## src/rtl/cflog_writer.sv

```systemverilog
// cflog_writer -- control-flow log writer.
//
// Captures every control-flow transfer as a (source PC, destination PC) pair,
// queues it in a small FIFO and writes it word by word into the LOG region
// through a dedicated write port. When the next entry would not fit, the
// writer parks in W_FULL with trigger high until the TCB acknowledges, then
// restarts at word 0. Capture and FIFO pushes keep running while parked.
//
// Optional feature: define CFLOG_LOOP_COMPRESS_EN for 3-word entries
// (src, dst, count). A pair that repeats the last written pair only bumps
// that entry's count (saturating) instead of creating a new entry.
//
// Ports:
//   clk           system clock
//   reset         synchronous, active-high reset
//   pc            PC of the instruction at its boundary
//   pc_valid      pc holds a new instruction boundary this cycle
//   cf_event      instruction at pc is a control-flow transfer (with pc_valid)
//   trig_ack      TCB has consumed the log (only honoured in W_FULL)
//   log_wr_en     log write strobe, one cycle per word
//   log_wr_addr   byte address LOG_BASE + 2*index
//   log_wr_data   write data
//   trigger       log full, TCB service request
//   log_ptr       number of valid words in the log
//   log_overflow  sticky: a pair was dropped because the FIFO was full
module cflog_writer #(
  parameter logic [15:0] LOG_BASE   = 16'h01b0,
  parameter logic [15:0] LOG_SIZE   = 16'h0080,
  parameter int          FIFO_DEPTH = 4
) (
  input  logic        clk,
  input  logic        reset,
  input  logic [15:0] pc,
  input  logic        pc_valid,
  input  logic        cf_event,
  input  logic        trig_ack,
  output logic        log_wr_en,
  output logic [15:0] log_wr_addr,
  output logic [15:0] log_wr_data,
  output logic        trigger,
  output logic [15:0] log_ptr,
  output logic        log_overflow
);

  localparam int AW = $clog2(FIFO_DEPTH);
  localparam logic [AW:0] DEPTH_C = FIFO_DEPTH[AW:0];
  localparam logic [AW:0] PTR_ONE = {{AW{1'b0}}, 1'b1};
`ifdef CFLOG_LOOP_COMPRESS_EN
  localparam logic [15:0] ENTRY_WORDS = 16'd3;
`else
  localparam logic [15:0] ENTRY_WORDS = 16'd2;
`endif

  typedef enum logic {C_IDLE, C_WAIT_DST} cap_state_e;
  typedef enum logic [2:0] {
    W_IDLE, W_SRC, W_DST,
`ifdef CFLOG_LOOP_COMPRESS_EN
    W_CNT,
`endif
    W_FULL
  } wr_state_e;

  function automatic logic [15:0] word_addr(input logic [15:0] idx);
    return LOG_BASE + (idx << 1);
  endfunction

  // ---------------- capture FSM ----------------
  cap_state_e  cap_q, cap_d;
  logic [15:0] src_q, src_d;
  logic        push;

  // NOTE: every combinational output gets a default first so no path can infer a latch.
  always_comb begin
    cap_d = cap_q;
    src_d = src_q;
    push  = 1'b0;
    case (cap_q)
      C_IDLE: if (pc_valid && cf_event) begin
        src_d = pc;
        cap_d = C_WAIT_DST;
      end
      C_WAIT_DST: if (pc_valid) begin
        push = 1'b1;
        // A transfer landing on another transfer starts the next pair here.
        if (cf_event) src_d = pc;
        else          cap_d = C_IDLE;
      end
      default: cap_d = C_IDLE;
    endcase
  end

  // ---------------- pending-pair FIFO ----------------
  logic [15:0] fifo_src_q [FIFO_DEPTH];
  logic [15:0] fifo_dst_q [FIFO_DEPTH];
  logic [AW:0] wptr_q, wptr_d, rptr_q, rptr_d;
  logic        fifo_empty, fifo_full, pop, push_ok;
  logic        ovf_q, ovf_d;

  assign fifo_empty = (wptr_q == rptr_q);
  assign fifo_full  = ((wptr_q - rptr_q) == DEPTH_C);
  // A pop in the same cycle frees the slot the push needs.
  assign push_ok    = push && (!fifo_full || pop);
  assign wptr_d     = push_ok ? wptr_q + PTR_ONE : wptr_q;
  assign rptr_d     = pop ? rptr_q + PTR_ONE : rptr_q;
  assign ovf_d      = ovf_q | (push && !push_ok);

  // NOTE: the storage array has no reset; the pointers alone say which slots are valid.
  always_ff @(posedge clk) begin
    if (push_ok) begin
      fifo_src_q[wptr_q[AW-1:0]] <= src_q;
      fifo_dst_q[wptr_q[AW-1:0]] <= pc;
    end
  end

  logic [15:0] head_src, head_dst;
  assign head_src = fifo_src_q[rptr_q[AW-1:0]];
  assign head_dst = fifo_dst_q[rptr_q[AW-1:0]];

  // ---------------- writer FSM ----------------
  wr_state_e   wst_q, wst_d;
  logic [15:0] cur_src_q, cur_src_d, cur_dst_q, cur_dst_d;
  logic [15:0] ptr_q, ptr_d, addr_q, addr_d, data_q, data_d;
  logic        wr_en_q, wr_en_d, trig_q, trig_d;
  logic        no_room;
`ifdef CFLOG_LOOP_COMPRESS_EN
  logic        last_valid_q, last_valid_d, upd_q, upd_d;
  logic [15:0] last_src_q, last_src_d, last_dst_q, last_dst_d;
  logic [15:0] last_cnt_q, last_cnt_d;
`endif

  // Widened so the comparison cannot wrap for any LOG_SIZE.
  assign no_room = ({1'b0, ptr_q} + {1'b0, ENTRY_WORDS}) > {1'b0, LOG_SIZE};

  always_comb begin
    wst_d     = wst_q;
    pop       = 1'b0;
    cur_src_d = cur_src_q;
    cur_dst_d = cur_dst_q;
    ptr_d     = ptr_q;
    wr_en_d   = 1'b0;
    addr_d    = addr_q;
    data_d    = data_q;
    trig_d    = trig_q;
`ifdef CFLOG_LOOP_COMPRESS_EN
    last_valid_d = last_valid_q;
    last_src_d   = last_src_q;
    last_dst_d   = last_dst_q;
    last_cnt_d   = last_cnt_q;
    upd_d        = upd_q;
`endif
    case (wst_q)
      W_IDLE: if (!fifo_empty) begin
        if (no_room) begin
          wst_d  = W_FULL;
          trig_d = 1'b1;
        end else begin
          pop       = 1'b1;
          cur_src_d = head_src;
          cur_dst_d = head_dst;
`ifdef CFLOG_LOOP_COMPRESS_EN
          upd_d = last_valid_q && (head_src == last_src_q) && (head_dst == last_dst_q);
          wst_d = upd_d ? W_CNT : W_SRC;
`else
          wst_d = W_SRC;
`endif
        end
      end
      W_SRC: begin
        wr_en_d = 1'b1;
        addr_d  = word_addr(ptr_q);
        data_d  = cur_src_q;
        wst_d   = W_DST;
      end
      W_DST: begin
        wr_en_d = 1'b1;
        addr_d  = word_addr(ptr_q + 16'd1);
        data_d  = cur_dst_q;
`ifdef CFLOG_LOOP_COMPRESS_EN
        wst_d = W_CNT;
`else
        ptr_d = ptr_q + ENTRY_WORDS;
        wst_d = W_IDLE;
`endif
      end
`ifdef CFLOG_LOOP_COMPRESS_EN
      W_CNT: begin
        wr_en_d = 1'b1;
        wst_d   = W_IDLE;
        if (upd_q) begin
          // Rewrite the count of the most recent entry, which ends at ptr-1.
          last_cnt_d = (last_cnt_q == 16'hFFFF) ? 16'hFFFF : last_cnt_q + 16'd1;
          addr_d     = word_addr(ptr_q - 16'd1);
          data_d     = last_cnt_d;
        end else begin
          last_cnt_d   = 16'd1;
          addr_d       = word_addr(ptr_q + 16'd2);
          data_d       = 16'd1;
          last_valid_d = 1'b1;
          last_src_d   = cur_src_q;
          last_dst_d   = cur_dst_q;
          ptr_d        = ptr_q + ENTRY_WORDS;
        end
      end
`endif
      W_FULL: if (trig_ack) begin
        ptr_d  = 16'd0;
        trig_d = 1'b0;
        wst_d  = W_IDLE;
`ifdef CFLOG_LOOP_COMPRESS_EN
        last_valid_d = 1'b0;
`endif
      end
      default: wst_d = W_IDLE;
    endcase
  end

  // NOTE: sequential state uses non-blocking assignments so every register samples pre-edge values.
  always_ff @(posedge clk) begin
    if (reset) begin
      cap_q     <= C_IDLE;
      src_q     <= 16'd0;
      wptr_q    <= '0;
      rptr_q    <= '0;
      ovf_q     <= 1'b0;
      wst_q     <= W_IDLE;
      cur_src_q <= 16'd0;
      cur_dst_q <= 16'd0;
      ptr_q     <= 16'd0;
      wr_en_q   <= 1'b0;
      addr_q    <= 16'd0;
      data_q    <= 16'd0;
      trig_q    <= 1'b0;
`ifdef CFLOG_LOOP_COMPRESS_EN
      last_valid_q <= 1'b0;
      last_src_q   <= 16'd0;
      last_dst_q   <= 16'd0;
      last_cnt_q   <= 16'd0;
      upd_q        <= 1'b0;
`endif
    end else begin
      cap_q     <= cap_d;
      src_q     <= src_d;
      wptr_q    <= wptr_d;
      rptr_q    <= rptr_d;
      ovf_q     <= ovf_d;
      wst_q     <= wst_d;
      cur_src_q <= cur_src_d;
      cur_dst_q <= cur_dst_d;
      ptr_q     <= ptr_d;
      wr_en_q   <= wr_en_d;
      addr_q    <= addr_d;
      data_q    <= data_d;
      trig_q    <= trig_d;
`ifdef CFLOG_LOOP_COMPRESS_EN
      last_valid_q <= last_valid_d;
      last_src_q   <= last_src_d;
      last_dst_q   <= last_dst_d;
      last_cnt_q   <= last_cnt_d;
      upd_q        <= upd_d;
`endif
    end
  end

  assign log_wr_en    = wr_en_q;
  assign log_wr_addr  = addr_q;
  assign log_wr_data  = data_q;
  assign trigger      = trig_q;
  assign log_ptr      = ptr_q;
  assign log_overflow = ovf_q;

endmodule

```

## config.mk

```make
export PLATFORM = sky130hd
export DESIGN_NAME = cflog_writer
export DESIGN_NICKNAME = d
export VERILOG_FILES = /design/src/rtl/cflog_writer.sv
export SDC_FILE = /design/constraint.sdc
export NUM_CORES = 1
export LEC_CHECK = 0
export ABC_CLOCK_PERIOD_IN_PS = 4150
export BUFFER_PORTS_ARGS = -buffer_cell sky130_fd_sc_hd__buf_2
export CORE_MARGIN = 4
export CORE_UTILIZATION = 60
export DETAILED_ROUTE_END_ITERATION = 7
export GPL_TIMING_DRIVEN = 0
export MAX_ROUTING_LAYER = met4
export PLACE_DENSITY = 0.86
export SYNTH_ARGS = -nofsm -noshare
export SYNTH_HDL_FRONTEND = slang
export SYNTH_SLANG_ARGS = --single-unit
```

## constraint.sdc

```tcl
create_clock -name clk -period 4.15 [get_ports clk]
set_input_delay 0.6225 -clock clk [delete_from_list [all_inputs] [get_ports clk]]
set_output_delay 0.6225 -clock clk [all_outputs]
set_load 0.05 [all_outputs]
```

==> results by group, run 1 <==
STA
  • Hold_ws: 0.331 ns
  • Slew Limit Fails: 0
  • Tcrit/Tclk final: 92.0%
  • Clk_skew: 0.00859 ns
  • Fmax: 0.262 GHz
  • Slew headroom: 39.2%
  • Setup TNS: 0 ns
  • Final-report setup violation count: 0
  • Final worst slack: 0.333 ns
  • Final hold violation count: 0
  • Final min period: 3.82 ns
  • Worst-Margin Slew: 0.913 ns
  • RSZ-0062 raised after global routing: false

GRT
  • Antenna violations before repair: 0
  • Gr usage total: 25.2%
  • Gr ovfl total: 0
  • Largest net degree at the start of global routing: 33
  • Vias in the first global route: 6541
  • First-pass GRT wire length: 35100 um

Synth
  • Cell variety after synth: 56
  • Mapped Cells: 771
  • Top_reg_cell synth: edfxtp_1
  • Largest family of logic cells by synthesized area: compound AO/OA/AOI/OAI gates
  • Yosys warning count: 0
  • Synth Cell Area: 0.00972 sq mm
  • XOR/XNOR Fraction of Synth Area: 0.901%
  • Multiplexer share of the synthesized area: 10.1%
  • Synth Area in Compound Gates: 11.3%
  • Adder-cell area share of the yosys netlist: 1.67%
  • EDFF count, synth: 128
  • Post-Synth Simple-Gate Area: 9.95%
  • Yosys reg bits: 234
  • Post-Synthesis Mean Instance Area: 12.6 sq um
  • Ys async rst share: 0%
  • Post-synthesis sequential area ratio: 61.4%

Worst setup path
  • Crit path cell chain: clkbuf_1 > clkbuf_1 > inv_1 > ha_1 > nand3_1 > nand2_1 > or3_4 > o31a_4 > and2b_2
  • CP Capture Type: flip-flop
  • Most frequent CP cell: clkbuf_1
  • Slowest cell on crit path: and2b_2
  • Cell family with most CP delay: simple AND/OR/NAND/NOR gates
  • Worst setup path class: flip-flop to flip-flop
  • Critical Path RT: 4.29 ns
  • Worst reg2reg setup slack: 0.33 ns
  • Arrival time at the worst endpoint: 3.96 ns
  • Reg-to-Reg End: fifo_dst_q[0][10]$_DFFE_PP_
  • R2R cell count: 9
  • FF-to-FF Start: rptr_q[1]$_SDFFE_PP0P_
  • Crit path buf inv count: 3
  • CP peak stage delay: 0.79 ns
  • Biggest fanout along the worst timing path: 32
  • Setup crit start kind: flip-flop

Pwr
  • Pwr Total: 6.43 mW
  • Worst VDD drop: 433 uV
  • Pwr/cell area: 582 mW/mm^2
  • Register share of total power: 44.0%
  • Sw frac: 32.4%
  • Combinational Power Share: 25.0%
  • Internal power: 4.35 mW
  • Clock power frac: 31.0%
  • NetSw: 2.08 mW
  • Leak: 3.84 nW

Die
  • Core ar.: 0.0159 sq mm
  • Initial Util: 61.2%
  • I/O pin cnt: 72
  • Die W: 135 um
  • Die Height: 135 um
  • DIE AREA: 0.0183 sq mm
  • Standard-cell rows: 46

Route
  • DRC Markers: 0
  • DR vias/cell: 5.97
  • Drt pass-1 iters: 5
  • Initial DRC Count: 628
  • Antenna Nets Post-Route: 0
  • Routed WL: 22200 um
  • Post-DR wirelength/cell: 20.2 um
  • Vias after detailed routing: 6553

Clock tree
  • Gates resized, CTS repair: 0
  • CTS root buf: clkbuf_16
  • Num CTS Buffers: 23
  • H-tree levels: 1
  • Clk slew on worst S/H paths: 0.07 ns
  • Worst-Skew Late Latency: 0.52 ns
  • Postcts setup bufs: 0
  • Num Clock Sinks: 234
  • CTS tree: done
  • Hold_buf cts: 0
  • Max clock buf depth: 3

Placement
  • Inst Count DP: 1057
  • Pre-CTS setup slack: 0.327 ns
  • Post-DP Area: 0.0103 sq mm
  • # port buffers: 69
  • Placer Congestion: 0.948
  • DP HPWL: 14700 um

Final layout
  • Fill count: 1130
  • Layout cells sized above 1: 20.5%
  • Antenna cells: 0
  • Synthesis-to-layout area growth: 13.7%
  • Total Nets Final: 900
  • Design Area, Final: 0.0111 sq mm
  • Util after Layout: 69.6%
  • Most frequent cells in the layout: 128 x edfxtp_1, 106 x dfxtp_1, 74 x buf_2, 71 x a21oi_1, 54 x o21ai_0
  • Commonest non-fill, non-tap cell in the layout: edfxtp_1
  • Non-Filler Instances: 1098

Hold path
  • Hold Path Class: input port to flip-flop
  • Hold Crit Start: pc[1]
  • Hold Path Depth: 1
  • Worst Hold End: fifo_dst_q[0][1]$_DFFE_PP_

Status
  • Outcome: completed

Flow run
  • Max-cap violations: 0
## metal layers
layer | GRT usage (%) | vias up | wire length, um
li1 | - | 3073 | -
met1 | 31.2 | 3150 | 8870
met2 | 43.0 | 278 | 11200
met3 | 4.64 | 52 | 1680
met4 | 6.89 | 0 | 490
met5 | - | - | 0
## sequential cells by signal, summed over array words and instances, names as in the netlist
register / count
trigger: 1
log_wr_en: 1
rptr_q: 3
src_q: 16
cap_q: 1
log_wr_data: 16
cur_src_q: 16
wptr_q: 3
fifo_src_q: 64
log_wr_addr: 15
log_overflow: 1
log_ptr: 15
wst_q: 2
fifo_dst_q: 64
cur_dst_q: 16
## synth_stat cells (3+ instances only)
master,n,area [sq um]
edfxtp_1,128,3840
dfxtp_1,106,2120
a21oi_1,71,355
o21ai_0,54,270
nor2_1,50,188
nand2_1,42,158
nand3_1,42,210
clkbuf_1,40,150
mux4_2,32,721
mux2i_1,25,250
a211oi_1,21,158
a311oi_1,14,123
ha_1,13,163
inv_1,12,45.0
buf_4,10,75.1
xnor2_1,9,78.8
or3_1,8,50.1
nor3_1,7,35.0
buf_6,6,67.6
nand2b_1,6,37.5
buf_2,5,25.0
nor2b_1,5,31.3
a31oi_1,4,25.0
and2_1,4,25.0
and2b_2,4,35.0
and3_1,4,25.0
clkbuf_8,4,55.1
nand4_1,4,25.0
a21o_1,3,22.5
buf_1,3,11.3
nor4_1,3,18.8
## logic make-up (layout without fill, tap and decap cells)
group           Yosys count  after routing
flops                   234            234
simple gates            193            193
compound gates          181            181
buf+inv                  81            191
mux                      58             58
fa+ha+maj                13             13
xor+xnor                 10             10
other cells               1              2
## cell type report
type / count / area (sq um) / area share (%)
tap: 216 / 270 / 2.45
clock buffer: 30 / 622 / 5.63
buffer: 69 / 403 / 3.65
multi-input combinational: 457 / 3310 / 29.9
clock inverter: 11 / 92.6 / 0.838
inverter: 12 / 45.0 / 0.408
timing repair buffer: 69 / 345 / 3.12
sequential: 234 / 5970 / 54.0
## worst max path at each step
stage,startpoint,endpoint,slack (ns),depth (start not counted)
floorplan,log_ptr[5]$_SDFFE_PP0P_,fifo_dst_q[0][0]$_DFFE_PP_,1.10,8
global placement,rptr_q[1]$_SDFFE_PP0P_,fifo_src_q[1][10]$_DFFE_PP_,0.38,9
detailed placement,rptr_q[1]$_SDFFE_PP0P_,fifo_dst_q[0][10]$_DFFE_PP_,0.33,9
CTS,rptr_q[1]$_SDFFE_PP0P_,fifo_dst_q[1][10]$_DFFE_PP_,0.33,9
global route,rptr_q[1]$_SDFFE_PP0P_,fifo_src_q[3][10]$_DFFE_PP_,0.12,9
finish,rptr_q[1]$_SDFFE_PP0P_,fifo_dst_q[0][10]$_DFFE_PP_,0.33,9
## power by group through the flow
stage	clock [mW]	combinational, mW	sequential, mW
floorplan	0	0.908	3.14
global placement	0	1.56	2.86
detailed placement	0	1.60	2.88
CTS	2.00	1.61	2.83
global route	2.10	1.75	2.86
finish	1.99	1.61	2.83
Power figures use the tool's default switching activity.
==> run 2: changes to the inputs <==
Settings changed: ABC_AREA set to 1, CORE_UTILIZATION 60 to 56, PLACE_DENSITY 0.86 to 0.81.
==> run 2 against run 1 <==
Net effect: clock-buffer cell count increased by 4; worst setup slack improved by 0.65 ns; register-to-register slack improved by 0.65 ns; die area increased by 3.9%; sequential share of layout area increased by 0.67 points; final cell count increased by 19%; critical path depth increased by 4; clock power increased by 3%; first-iteration DRC count increased by 31%; largest power group unchanged.
==> results by group, run 2 <==
Final layout
  • Synthesis-to-layout area growth: 15.5%
  • Non-Filler Instances: 1305
  • Design Area, Final: 0.0109 sq mm
  • Total Nets Final: 1102
  • Fill count: 1287
  • Antenna cells: 0
  • Layout cells sized above 1: 12.5%
  • Most frequent cells in the layout: 149 x o21ai_0, 141 x nor2_1, 128 x edfxtp_1, 106 x dfxtp_1, 96 x nand2_1
  • Util after Layout: 65.8%
  • Commonest non-fill, non-tap cell in the layout: o21ai_0

Worst setup path
  • Arrival time at the worst endpoint: 3.38 ns
  • Most frequent CP cell: nand2_1
  • Biggest fanout along the worst timing path: 18
  • CP Capture Type: flip-flop
  • Setup crit start kind: flip-flop
  • Worst setup path class: flip-flop to flip-flop
  • Crit path buf inv count: 1
  • Slowest cell on crit path: dfxtp_1
  • Critical Path RT: 4.36 ns
  • CP peak stage delay: 0.46 ns
  • Crit path cell chain: ha_1 > nand3_1 > nor2_4 > nand2_1 > nand2_1 > nand2_1 > nand3b_1 > nor2_2 > nand4_4 > nand2_2 > nand2_2 > nor2_4 > buf_16
  • Cell family with most CP delay: simple AND/OR/NAND/NOR gates

Synth
  • Ys async rst share: 0%
  • Top_reg_cell synth: edfxtp_1
  • Synth top area cells: edfxtp_1 41%, dfxtp_1 22%, o21ai_0 7.9%
  • Cell variety after synth: 30
  • Synth area leader: edfxtp_1
  • Post-synthesis sequential area ratio: 63.1%
  • Count leader, synth: o21ai_0
  • Mapped Cells: 970
  • List of most frequent post-synthesis cells: 149 x o21ai_0, 144 x nor2_1, 128 x edfxtp_1, 106 x dfxtp_1, 96 x nand2_1
  • Yosys reg bits: 234
  • EDFF count, synth: 128
  • Yosys warning count: 0
  • Synth Cell Area: 0.00945 sq mm
  • Post-Synthesis Mean Instance Area: 9.74 sq um
  • Post-synth top area share: 40.7%

Clock tree
  • Worst-Skew Late Latency: 0.51 ns
  • Num CTS Buffers: 23
  • H-tree levels: 1
  • Postcts setup bufs: 0
  • Hold_buf cts: 0
  • Num Clock Sinks: 234
  • Max clock buf depth: 3
  • CTS tree: done
  • Gates resized, CTS repair: 0
  • CTS root buf: clkbuf_16
  • Clk slew on worst S/H paths: 0.06 ns

Route
  • Initial DRC Count: 825
  • Post-DR wirelength/cell: 17.7 um
  • DR vias/cell: 5.59
  • Routed WL: 23100 um
  • Vias after detailed routing: 7296
  • Antenna Nets Post-Route: 0
  • Drt pass-1 iters: 6
  • DRC Markers: 0

STA
  • Final worst slack: 0.982 ns
  • Clk_skew: 0.0111 ns
  • Hold_ws: 0.348 ns
  • RSZ-0062 raised after global routing: false
  • Worst-Margin Slew: 0.823 ns
  • Fmax: 0.316 GHz
  • Final hold violation count: 0
  • Final-report setup violation count: 0
  • Tcrit/Tclk final: 76.3%
  • Final min period: 3.17 ns
  • Setup TNS: 0 ns
  • Slew Limit Fails: 0
  • Slew headroom: 45.1%

Die
  • Die W: 138 um
  • Core ar.: 0.0166 sq mm
  • DIE AREA: 0.0190 sq mm
  • I/O pin cnt: 72
  • Initial Util: 57.0%
  • Standard-cell rows: 47
  • Die Height: 138 um

Placement
  • Placer Congestion: 0.948
  • # port buffers: 69
  • DP HPWL: 15800 um
  • Pre-CTS setup slack: 0.989 ns
  • Inst Count DP: 1263
  • Post-DP Area: 0.0102 sq mm

GRT
  • Largest net degree at the start of global routing: 33
  • Gr ovfl total: 0
  • Antenna violations before repair: 0
  • Gr usage total: 25.5%
  • First-pass GRT wire length: 36400 um
  • Vias in the first global route: 6760

Flow run
  • Max-cap violations: 0

Status
  • Outcome: completed

Hold path
  • Hold Path Class: input port to flip-flop

Pwr
  • Leak: 4.18 nW
  • Pwr/cell area: 706 mW/mm^2
  • Worst VDD drop: 495 uV
  • Pwr Total: 7.70 mW
run 2: cell types whose count changed in the layout (fill, tap and decap cells not counted), moves of 25 or more:
cell and delta:
o21ai_0 +95, inv_1 +73, nor2_1 +91, mux2i_1 -25
o22ai_1 +33, mux4_2 -32, nand2_1 +54
run 2: layer usage:
layer,GRT usage [%],routed length (um),vias to the layer above
met4,7.68,698,0
met5,-,0,-
met2,41.3,11100,363
met1,33.8,9310,3384
met3,3.63,2060,54
li1,-,-,3495
run 2: worst paths after layout:
path | startpoint | endpoint | slack, ns | cells after the start
worst max-delay path | log_ptr[2]$_SDFFE_PP0P_ | fifo_dst_q[2][2]$_DFFE_PP_ | 0.98 | 13
worst min-delay path | pc[5] | fifo_dst_q[0][5]$_DFFE_PP_ | 0.35 | 1
worst max register to register | log_ptr[2]$_SDFFE_PP0P_ | fifo_dst_q[2][2]$_DFFE_PP_ | 0.98 | 13
worst min register to register | cur_src_q[0]$_SDFFE_PP0P_ | cur_src_q[0]$_SDFFE_PP0P_ | 0.44 | 2
run 2: where the power goes:
group / internal, mW / switching (mW) / total, mW
Clock: 1.19 / 0.843 / 2.04
Sequential: 2.81 / 0.217 / 3.02
Combinational: 0.694 / 1.95 / 2.64
run 2: area by class of cell:
cell class | instances | area [sq um] | share of cell area [%]
Sequential cell | 234 | 5970 | 54.7
Inverter | 87 | 327 | 2.99
Buffer | 58 | 250 | 2.29
Multi-Input combinational cell | 592 | 2930 | 26.9
Clock inverter | 8 | 68.8 | 0.630
Timing Repair Buffer | 72 | 420 | 3.85
Tap cell | 220 | 275 | 2.52
Clock buffer | 34 | 677 | 6.20
run 2: cell families (layout without fill, tap and decap cells):
kind of cell / after synthesis / in the layout / share of synthesized area, %
simple gates: 286 / 286 / 12.6
other cells: 1 / 2 / 0.0397
compound gates: 279 / 279 / 15.3
buf+inv: 145 / 259 / 6.11
xor+xnor: 12 / 12 / 1.11
flops: 234 / 234 / 63.1
fa+ha+maj: 13 / 13 / 1.72
